[config.mk]
export PLATFORM = sky130hd
export DESIGN_NAME = alu_wb_buffer
export DESIGN_NICKNAME = d
export VERILOG_FILES = /design/src/rtl/alu_wb_buffer.sv
export SDC_FILE = /design/constraint.sdc
export NUM_CORES = 1
export LEC_CHECK = 0
export CAP_MARGIN = 30
export CORE_MARGIN = 8
export CORE_UTILIZATION = 48
export DETAILED_ROUTE_END_ITERATION = 8
export PLACE_DENSITY = 0.86
export SYNTH_ARGS = -nofsm -noshare
export SYNTH_HDL_FRONTEND = slang
export SYNTH_SLANG_ARGS = --single-unit
[constraint.sdc]
create_clock -name clk -period 3.56 [get_ports clk]
set_input_delay 1.068 -clock clk [delete_from_list [all_inputs] [get_ports clk]]
set_output_delay 1.068 -clock clk [all_outputs]
set_load 0.005 [all_outputs]
[src/rtl/alu_wb_buffer.sv]
// Result-capture FIFO between the integer ALU and the register-file write port, with ADD/SUB overflow trapping.
// Optional build macro ALU_WB_BYPASS_EN: the wb port sees an incoming result in the same cycle when the FIFO is empty.
module alu_wb_buffer #(
  parameter int DEPTH = 2,
  parameter int CNT_W = 8
) (
  input  logic             clk,
  input  logic             rst_n,
  input  logic [31:0]      alu_out,
  input  logic             alu_ovf,
  input  logic [3:0]       in_op,
  input  logic [4:0]       in_rd,
  input  logic             in_valid,
  output logic             in_ready,
  output logic             wb_valid,
  input  logic             wb_ready,
  output logic [31:0]      wb_data,
  output logic [4:0]       wb_rd,
  output logic             wb_we,
  output logic             ovf_sticky,
  output logic [CNT_W-1:0] ovf_cnt,
  input  logic             ovf_clr
);

  localparam int AW = $clog2(DEPTH);

  logic [AW:0]     wr_ptr, rd_ptr;
  logic [31:0]     mem_data [DEPTH];
  logic [4:0]      mem_rd   [DEPTH];
  logic [DEPTH-1:0] mem_we;

  logic empty, full, trap, in_we, accept, push, pop, bypass_take;

  assign empty  = (wr_ptr == rd_ptr);
  assign full   = (wr_ptr[AW] != rd_ptr[AW]) && (wr_ptr[AW-1:0] == rd_ptr[AW-1:0]);
  assign in_ready = !full;

  // Only ADD (0100) and SUB (0101) can trap; alu_ovf is meaningless for other ops.
  assign trap   = alu_ovf && (in_op == 4'b0100 || in_op == 4'b0101);
  assign in_we  = !trap && (in_rd != 5'd0);
  assign accept = in_valid && in_ready;

`ifdef ALU_WB_BYPASS_EN
  assign bypass_take = empty && in_valid && wb_ready;
`else
  assign bypass_take = 1'b0;
`endif

  assign push = accept && !bypass_take;
  assign pop  = !empty && wb_ready;

  always_ff @(posedge clk or negedge rst_n) begin
    if (!rst_n) begin
      wr_ptr <= '0;
      rd_ptr <= '0;
    end else begin
      if (push) wr_ptr <= wr_ptr + 1'b1;
      if (pop)  rd_ptr <= rd_ptr + 1'b1;
    end
  end

  // Storage carries no reset; outputs are masked while empty.
  always_ff @(posedge clk) begin
    if (push) begin
      mem_data[wr_ptr[AW-1:0]] <= alu_out;
      mem_rd[wr_ptr[AW-1:0]]   <= in_rd;
      mem_we[wr_ptr[AW-1:0]]   <= in_we;
    end
  end

  always_comb begin
    wb_valid = !empty;
    wb_data  = '0;
    wb_rd    = '0;
    wb_we    = 1'b0;
    if (!empty) begin
      wb_data = mem_data[rd_ptr[AW-1:0]];
      wb_rd   = mem_rd[rd_ptr[AW-1:0]];
      wb_we   = mem_we[rd_ptr[AW-1:0]];
    end
`ifdef ALU_WB_BYPASS_EN
    if (empty && in_valid) begin
      wb_valid = 1'b1;
      wb_data  = alu_out;
      wb_rd    = in_rd;
      wb_we    = in_we;
    end
`endif
  end

  // Clear wins over a same-cycle trap, which is then not counted.
  always_ff @(posedge clk or negedge rst_n) begin
    if (!rst_n) begin
      ovf_sticky <= 1'b0;
      ovf_cnt    <= '0;
    end else if (ovf_clr) begin
      ovf_sticky <= 1'b0;
      ovf_cnt    <= '0;
    end else if (accept && trap) begin
      ovf_sticky <= 1'b1;
      if (ovf_cnt != {CNT_W{1'b1}}) ovf_cnt <= ovf_cnt + CNT_W'(1);
    end
  end

endmodule

* Yosys cells after proc, flatten, opt, wreduce, memory -nomap -nowiden
Memory sizes are Yosys's and may differ from the RTL's. Cells that the tools add are included. W data, S select, Z words.
Storage, ports and cells: bits in registers 15, memory bits (writable) 74, input bits 47, output and inout bits 49, word-level logic and storage cells 49, memories kept 2
Memory list:
- mem_data | words 2, width 32, read ports 1, clocked after Yosys merged registers in 0, wr ports 1, RTL line 28 | logic [31:0] mem_data [DEPTH];
- mem_rd | words 2, width 5, read ports 1, clocked after Yosys merged registers in 0, wr ports 1, RTL line 29 | logic [4:0] mem_rd [DEPTH];
Cells by class: add/sub/neg operators 3, $lt $le $gt $ge 3, equal/unequal tests 6, mux-type cells 15, reduce and logical (&&, ||, !) cells 15
Operators with widths (number):
- $mux W32 | 1
- $mux W8 | 3
- $add A8 B1 Y8 const B | 1
- $eq A4 B3 Y1 const B | 2
- $mux W1 | 8
- $ne A8 B8 Y1 const B | 1
- $logic_and A1 B1 Y1 | 7
- $mux W5 | 1
- $reduce_bool A5 Y1 | 1
- $add A2 B1 Y2 const B | 2
- $lt A1 B2 Y1 const B | 2
- $reduce_bool A2 Y1 | 2
- $logic_not A1 Y1 | 3
- $bwmux W2 | 1
- $eq A2 B2 Y1 | 1
- $reduce_and A2 Y1 | 1
- $demux W1 S1 | 1
- $eq A1 B1 Y1 | 1
- $ge A1 B1 Y1 const B | 1
- $logic_or A1 B1 Y1 | 1
- $ne A1 B1 Y1 | 1

* Longest topological paths before layout
Gate-level depths: netlist of run 1.
depth in word-level cells 7, mapped depth 6, gate-level depth less buffers 5

* Worst setup path after synthesis of run 1
No wires, ideal clock.
path type input -> register, start input port in_valid, end memory mem_data[0][0] (enable), setup time 0.433 ns, arrival 2.743 ns, data required time 3.127 ns, path slack 0.383 ns, stages 2, buffers on the path 0, path through nand2_1 nor2_1
Between the ends: longest elaborated chain between the ends 3
RTL lines:
- from (decl) | RTL line 13 | input logic in_valid,
- $logic_and A1 B1 Y1 | RTL line 41 | assign accept = in_valid && in_ready;
- $mux W1 | RTL line 64 | if (push) begin
- $mux W1 (not written as such) | RTL line 65 | mem_data[wr_ptr[AW-1:0]] <= alu_out;
- to (decl) | RTL line 28
Every way passes these cells.

* Worst setup path after layout of run 1
start register rd_ptr[1], end output port wb_rd[4]
Between the ends: longest elaborated chain between the ends 2
RTL lines:
- from (decl) | RTL line 27 | logic [AW:0] wr_ptr, rd_ptr;
- from (signal assigned) | RTL line 58 | if (pop) rd_ptr <= rd_ptr + 1'b1;
- $eq A2 B2 Y1 | RTL line 34 | assign empty = (wr_ptr == rd_ptr);
- $mux W5 | RTL line 76 | if (!empty) begin
- to (decl) | RTL line 18 | output logic [4:0] wb_rd,
Every way passes these cells.

==> impl_metrics.ini, run 1 <==
[run_status]
status = finished clean

[yosys]
yosys.area.top_type_share = 0.640
yosys_warnings = 0
ys_seq_area_frac = 0.731
synthTopCellsByArea = edfxtp_1 (64%), mux2i_1 (11%), dfrtp_1 (9.1%)
synth_fp_nets = 286
ys_seq_elements = 89
netlist_instances = 238
synth_top_area_cell = edfxtp_1
synth.avg_cell_area_um2 = 15.0
netlist_area_um2 = 3570
synth_cell_types = 28

[cells_and_area]
fillers = 533
fin_nets = 383
multiInputGateArea_um2 = 936
final_common_cell = clkdlybuf4s50_1
drive_gt1_frac = 0.0796
n_antenna_cell = 0
regArea_um2 = 2610
final_cell_mix = clkdlybuf4s50_1 (94), edfxtp_1 (76), nor2_1 (40)
syn_to_final_growth_pct = 35.9

[global_routing]
grt_pass1_vias = 2384
gr-total-overflow = 0
grt.met2_usage = 0.263
track_usage = 0.148
gr-usage-met3 = 0.0490
top_usage_layer = met2
grt_pass1_wl_um = 11600
antenna_found_initial = 0
grt_use_met1 = 0.156
grt_max_degree = 42

[pwr]
p_per_area_nw_per_um2 = 874
total_power_uw = 4240
power.leakage_uw = 0.00176
ir_drop_mv = 0.396

[sta]
tns_ns = 0
fin_skew_ns = 0.00789
fin_crit_ns = 3.37
finalSetupViolCount = 0
fmax_ghz = 0.297
final_max_slew_viol_count = 0
fin_crit_sh = 0.946
slew_headroom = 0.549
timing.final.ws_setup_ns = 0.193
rsz0062_at_grt = false
tightestPinTransition_ns = 0.677
finalHoldViolCount = 0

[setup_path]
cp_top_family = XOR/XNOR gates
critPathMaxFanout = 20
cp_num_buf_inv = 1
worstSetupStartpointType = flop
worstPathRequired_ns = 2.49
crit_type = flop to output pin
cpPeakStageDelay_ns = 0.53
cp.arrival_ns = 2.30
critPathSlowestCell = xor2_1
crit_chain = xor2_1 -> nor2_4 -> nor2_1 -> clkdlybuf4s50_1
startpoint = rd_ptr[1]
crit_path_end_kind = output pin
r2r_start = rd_ptr[0]

[route]
drt_first_iter_violations = 104
wl_um = 7560
first_pass_iters = 5
num_vias = 2212
drc = 0
vias_per_cell = 5.05
post_drt_wl_per_cell_um = 17.3
ant_nets = 0

[clock_network]
clk_latency_ns = 0.34
htree_levels = 3
cts_made_buffers = 9
cts_setup_buffers = 0
cts_sinks = 89
cts_root_buf = clkbuf_8
cts_tree = done
clkTransAtPathRegs_ns = 0.08
clockBufferDepth = 2

[floorplanning]
die_area_um2 = 10400
start_util = 0.495
top_level_ports = 96
core-area_um2 = 7210
fp.dieH_um = 102
die_w_um = 102
rows = 31

[flow_run]
max_cap_viol_count = 0

[min_path]
min_path_type = flop to flop
min_from = wr_ptr[1]

[place]
dp_slack_ns = 0.379
hpwl_um = 5110
port_buffers = 94
place_congestion = 0.770
[metal layers]
layer	vias to the layer above	routed length [um]
met5	-	0
met4	0	123
met3	10	504
met2	74	3960
met1	1056	2980
li1	1072	-
[cell families after synthesis]
group                    after synthesis  share of synthesized area
adder cells (fa/ha/maj)                1                    0.00351
AND/OR/NAND/NOR                       68                     0.0884
buffers and inverters                 15                     0.0168
XOR/XNOR                               8                     0.0196
multiplexers                          38                      0.107
flip-flops                            89                      0.731
AO/OA/AOI/OAI                         19                     0.0344
[Yosys cell counts]
cell	instances
nand2_1	5
edfxtp_1	76
nor3b_1	2
ha_1	1
or4_1	3
dfrtp_1	13
o31ai_1	4
and3_1	3
nor3_1	1
o21ba_2	1
inv_1	3
o21a_1	1
clkbuf_1	2
buf_2	3
mux2i_1	38
nand4_1	1
o211ai_2	1
nor4b_1	1
o21ai_0	3
xor2_1	3
xnor2_1	5
nand3_1	5
and4bb_2	1
o21bai_1	1
a21oi_1	8
buf_1	7
nor2_1	42
or3_1	4
[area by class of cell]
type                            instances  area share
Sequential cell                        89       0.538
Timing Repair Buffer                   97       0.201
Multi-Input combinational cell        135       0.193
Clock buffer                            9      0.0255
Tap cell                               99      0.0255
Clock inverter                          6      0.0144
Inverter                                3     0.00232
[where the power goes]
| group | internal (uW) | switching, uW |
|---|---|---|
| Combinational | 1060 | 949 |
| Sequential | 1470 | 92.3 |
| Clock | 323 | 345 |
[worst reg2reg max path, stage by stage (launching register included)]
cell and delay, ns:
dfrtp_2 0.39, buf_4 0.56, xnor2_1 0.16, nand2_1 0.13, nand2_1 0.12, nor2_4 0.09
buf_4 0.44
[through the flow]
| step | utilization | cell area (um2) | hold WS, ns | cells |
|---|---|---|---|---|
| after detailed placement | 0.643 | 4640 | 0.531 | 422 |
| after floorplan | - | 3570 | 0.498 | 238 |
| final | 0.672 | 4850 | 0.542 | 438 |
| after global placement | 0.643 | 4640 | 0.503 | 422 |
| after CTS | 0.670 | 4830 | 0.542 | 437 |
| after global routing | 0.672 | 4850 | 0.568 | 438 |
[final timing paths]
| path | slack (ns) | depth (start not counted) | endpoint |
|---|---|---|---|
| setup / recovery | 0.19 | 4 | wb_rd[4] |
| setup reg to reg | 1.30 | 6 | mem_data[0][4] |
| max in group asynchronous | 2.03 | 1 | rd_ptr[0] |
| hold reg to reg | 0.54 | 1 | wr_ptr[1] |
| hold / removal | 0.54 | 1 | wr_ptr[1] |
| min in group asynchronous | 1.11 | 1 | ovf_cnt[6] |
[sequential cells by signal (all words and copies together), names as in the netlist]
register / flops
ovf_cnt: 8
mem_we: 2
ovf_sticky: 1
mem_rd: 10
mem_data: 64
wr_ptr: 2
rd_ptr: 2
[timing repair]
item,4_1_cts,5_1_grt
endpoints found under the setup margin,0,39
endpoints found under the hold margin,0,0
resized for setup,0,2
hold buffers,0,0
Note: power is estimated with default switching activity, not from simulation.
==> run 2, diff against run 1 <==
CORE_UTILIZATION = 43   (was 48)
PLACE_DENSITY = 0.82   (was 0.86)
clock period = 2.8 ns   (was 3.56 ns; I/O delays follow)
==> impl_metrics.ini, run 2 (synthesized netlist as in run 1, its figures left out) <==
[clock_network]
cts_sinks = 89
clk_latency_ns = 0.34
htree_levels = 3
clockBufferDepth = 2
cts_root_buf = clkbuf_8
cts_tree = done
ctsHoldBuffers = 0
cts_made_buffers = 9
clkTransAtPathRegs_ns = 0.08

[route]
ant_nets = 0
wl_um = 8010
vias_per_cell = 4.98
drt_first_iter_violations = 73
drc = 0
first_pass_iters = 4
post_drt_wl_per_cell_um = 17.3
num_vias = 2304

[global_routing]
grt_pass1_wl_um = 12800
track_usage = 0.144
grt_pass1_vias = 2521
gr-total-overflow = 0
grt_max_degree = 42
antenna_found_initial = 0

[sta]
fmax_ghz = 0.388
tightestPinTransition_ns = 0.619
fin_crit_sh = 0.921
rsz0062_at_grt = false
finalHoldViolCount = 0
timing.final.ws_setup_ns = 0.222
final_max_slew_viol_count = 0
whs_ns = 0.521
finalSetupViolCount = 0
slew_headroom = 0.586
fin_crit_ns = 2.58
fin_skew_ns = 0.00648

[cells_and_area]
final_cell_mix = edfxtp_1 (76), clkdlybuf4s50_1 (54), nor2_1 (39)
final_common_cell = edfxtp_1
fin_nets = 401
drive_gt1_frac = 0.137
syn_to_final_growth_pct = 46.4
multiInputGateArea_um2 = 980
fillers = 611
largest_register_ffs = 64
regArea_um2 = 2610
n_antenna_cell = 0

[pwr]
total_power_uw = 6040
ir_drop_mv = 0.647
power.leakage_uw = 0.00227
p_per_area_nw_per_um2 = 1160

[place]
place_congestion = 0.788
port_buffers = 94
hpwl_um = 5020
dp_slack_ns = -0.0924

[floorplanning]
start_util = 0.439
rows = 33
die_w_um = 107
core-area_um2 = 8130
top_level_ports = 96
fp.dieH_um = 107
die_area_um2 = 11500

[setup_path]
crit_path_end_kind = output pin
critPathSlowestCell = dfrtp_2
cpMostUsedCell = buf_12
crit_chain = xor2_4 -> buf_12 -> nor2_4 -> buf_12 -> nor2_1 -> dlygate4sd2_1
cpPeakStageDelay_ns = 0.45
worstPathRequired_ns = 1.96
reg2reg_slack_ns = 0.94
r2r-end = mem_data[0][1]
critPathMaxFanout = 9
r2r_start = rd_ptr[0]
crit_type = flop to output pin
rr_worst_depth = 6
worstSetupStartpointType = flop
cp.arrival_ns = 1.74

[min_path]
min_from = ovf_sticky
hold_end = ovf_sticky
min_path_type = flop to flop
min_path_cells = 2

[run_status]
status = finished clean

[flow_run]
max_cap_viol_count = 0
==> run 2: cell types whose count changed in the layout (fill, tap and decap cells not counted), sizes merged <==
cell / before / now
dlygate4sd2: 0 / 9
nor2: 43 / 44
dlymetal6s2s: 0 / 31
buf: 3 / 20
bufinv: 1 / 3
clkinv: 2 / 3
clkinvlp: 3 / 1
clkdlybuf4s50: 94 / 54
==> run 2: how the worst max path moves through the flow <==
stage	startpoint	end	slack, ns	cells after the start
after floorplan	in_valid	mem_data[0][0]	0.48	2
after global placement	rd_ptr[1]	wb_we	-0.06	4
after detailed placement	rd_ptr[0]	wb_valid	-0.09	4
after CTS	wr_ptr[1]	wb_rd[0]	0.001	6
after global routing	wr_ptr[1]	wb_rd[0]	0.15	7
final	wr_ptr[0]	wb_data[18]	0.22	6
==> run 2: worst max-delay path, delay by kind of cell, from the launching register on <==
kind / cells / cell delay, ns
buffers and inverters: 3 / 0.55
AND/OR/NAND/NOR: 2 / 0.19
flip-flops: 1 / 0.45
XOR/XNOR: 1 / 0.20
==> run 2: cell type report <==
type,instances,share of cell area
Inverter,3,0.00216
Clock buffer,9,0.0237
Timing Repair Buffer,114,0.239
Tap cell,105,0.0251
Multi-Input combinational cell,136,0.188
Clock inverter,7,0.0227
Sequential cell,89,0.500
==> run 2: where the power goes <==
part           switching, uW  internal (uW)  leakage (uW)
registers                121           1870      0.000873
clock network            435            593      0.000117
logic                   1380           1640       0.00128
==> run 2: stage by stage <==
stage               cells  cell area (um2)  setup TNS, ns  utilization
global route          463             5230              0        0.642
global placement      433             4690         -0.129        0.577
CTS                   461             5130              0        0.631
detailed placement    433             4690         -0.519        0.577
floorplan             238             3570              0            -
finish                463             5230              0        0.642
==> run 2: per-layer routing <==
metal  vias to the layer above  routed length [um]  GRT usage
li1                       1106                   -          -
met1                      1127                3190      0.154
met2                        60                4260      0.256
met3                        11                 423     0.0438
met4                         0                 140     0.0613
met5                         -                   0          0
==> run 2: repair_timing <==
| action | 4_1_cts | 5_1_grt |
|---|---|---|
| endpoints found under the setup margin | 40 | 31 |
| setup buffers | 10 | 2 |
| cloned | 2 | 0 |
| gates resized for setup | 22 | 31 |
| pin swaps | 5 | 1 |
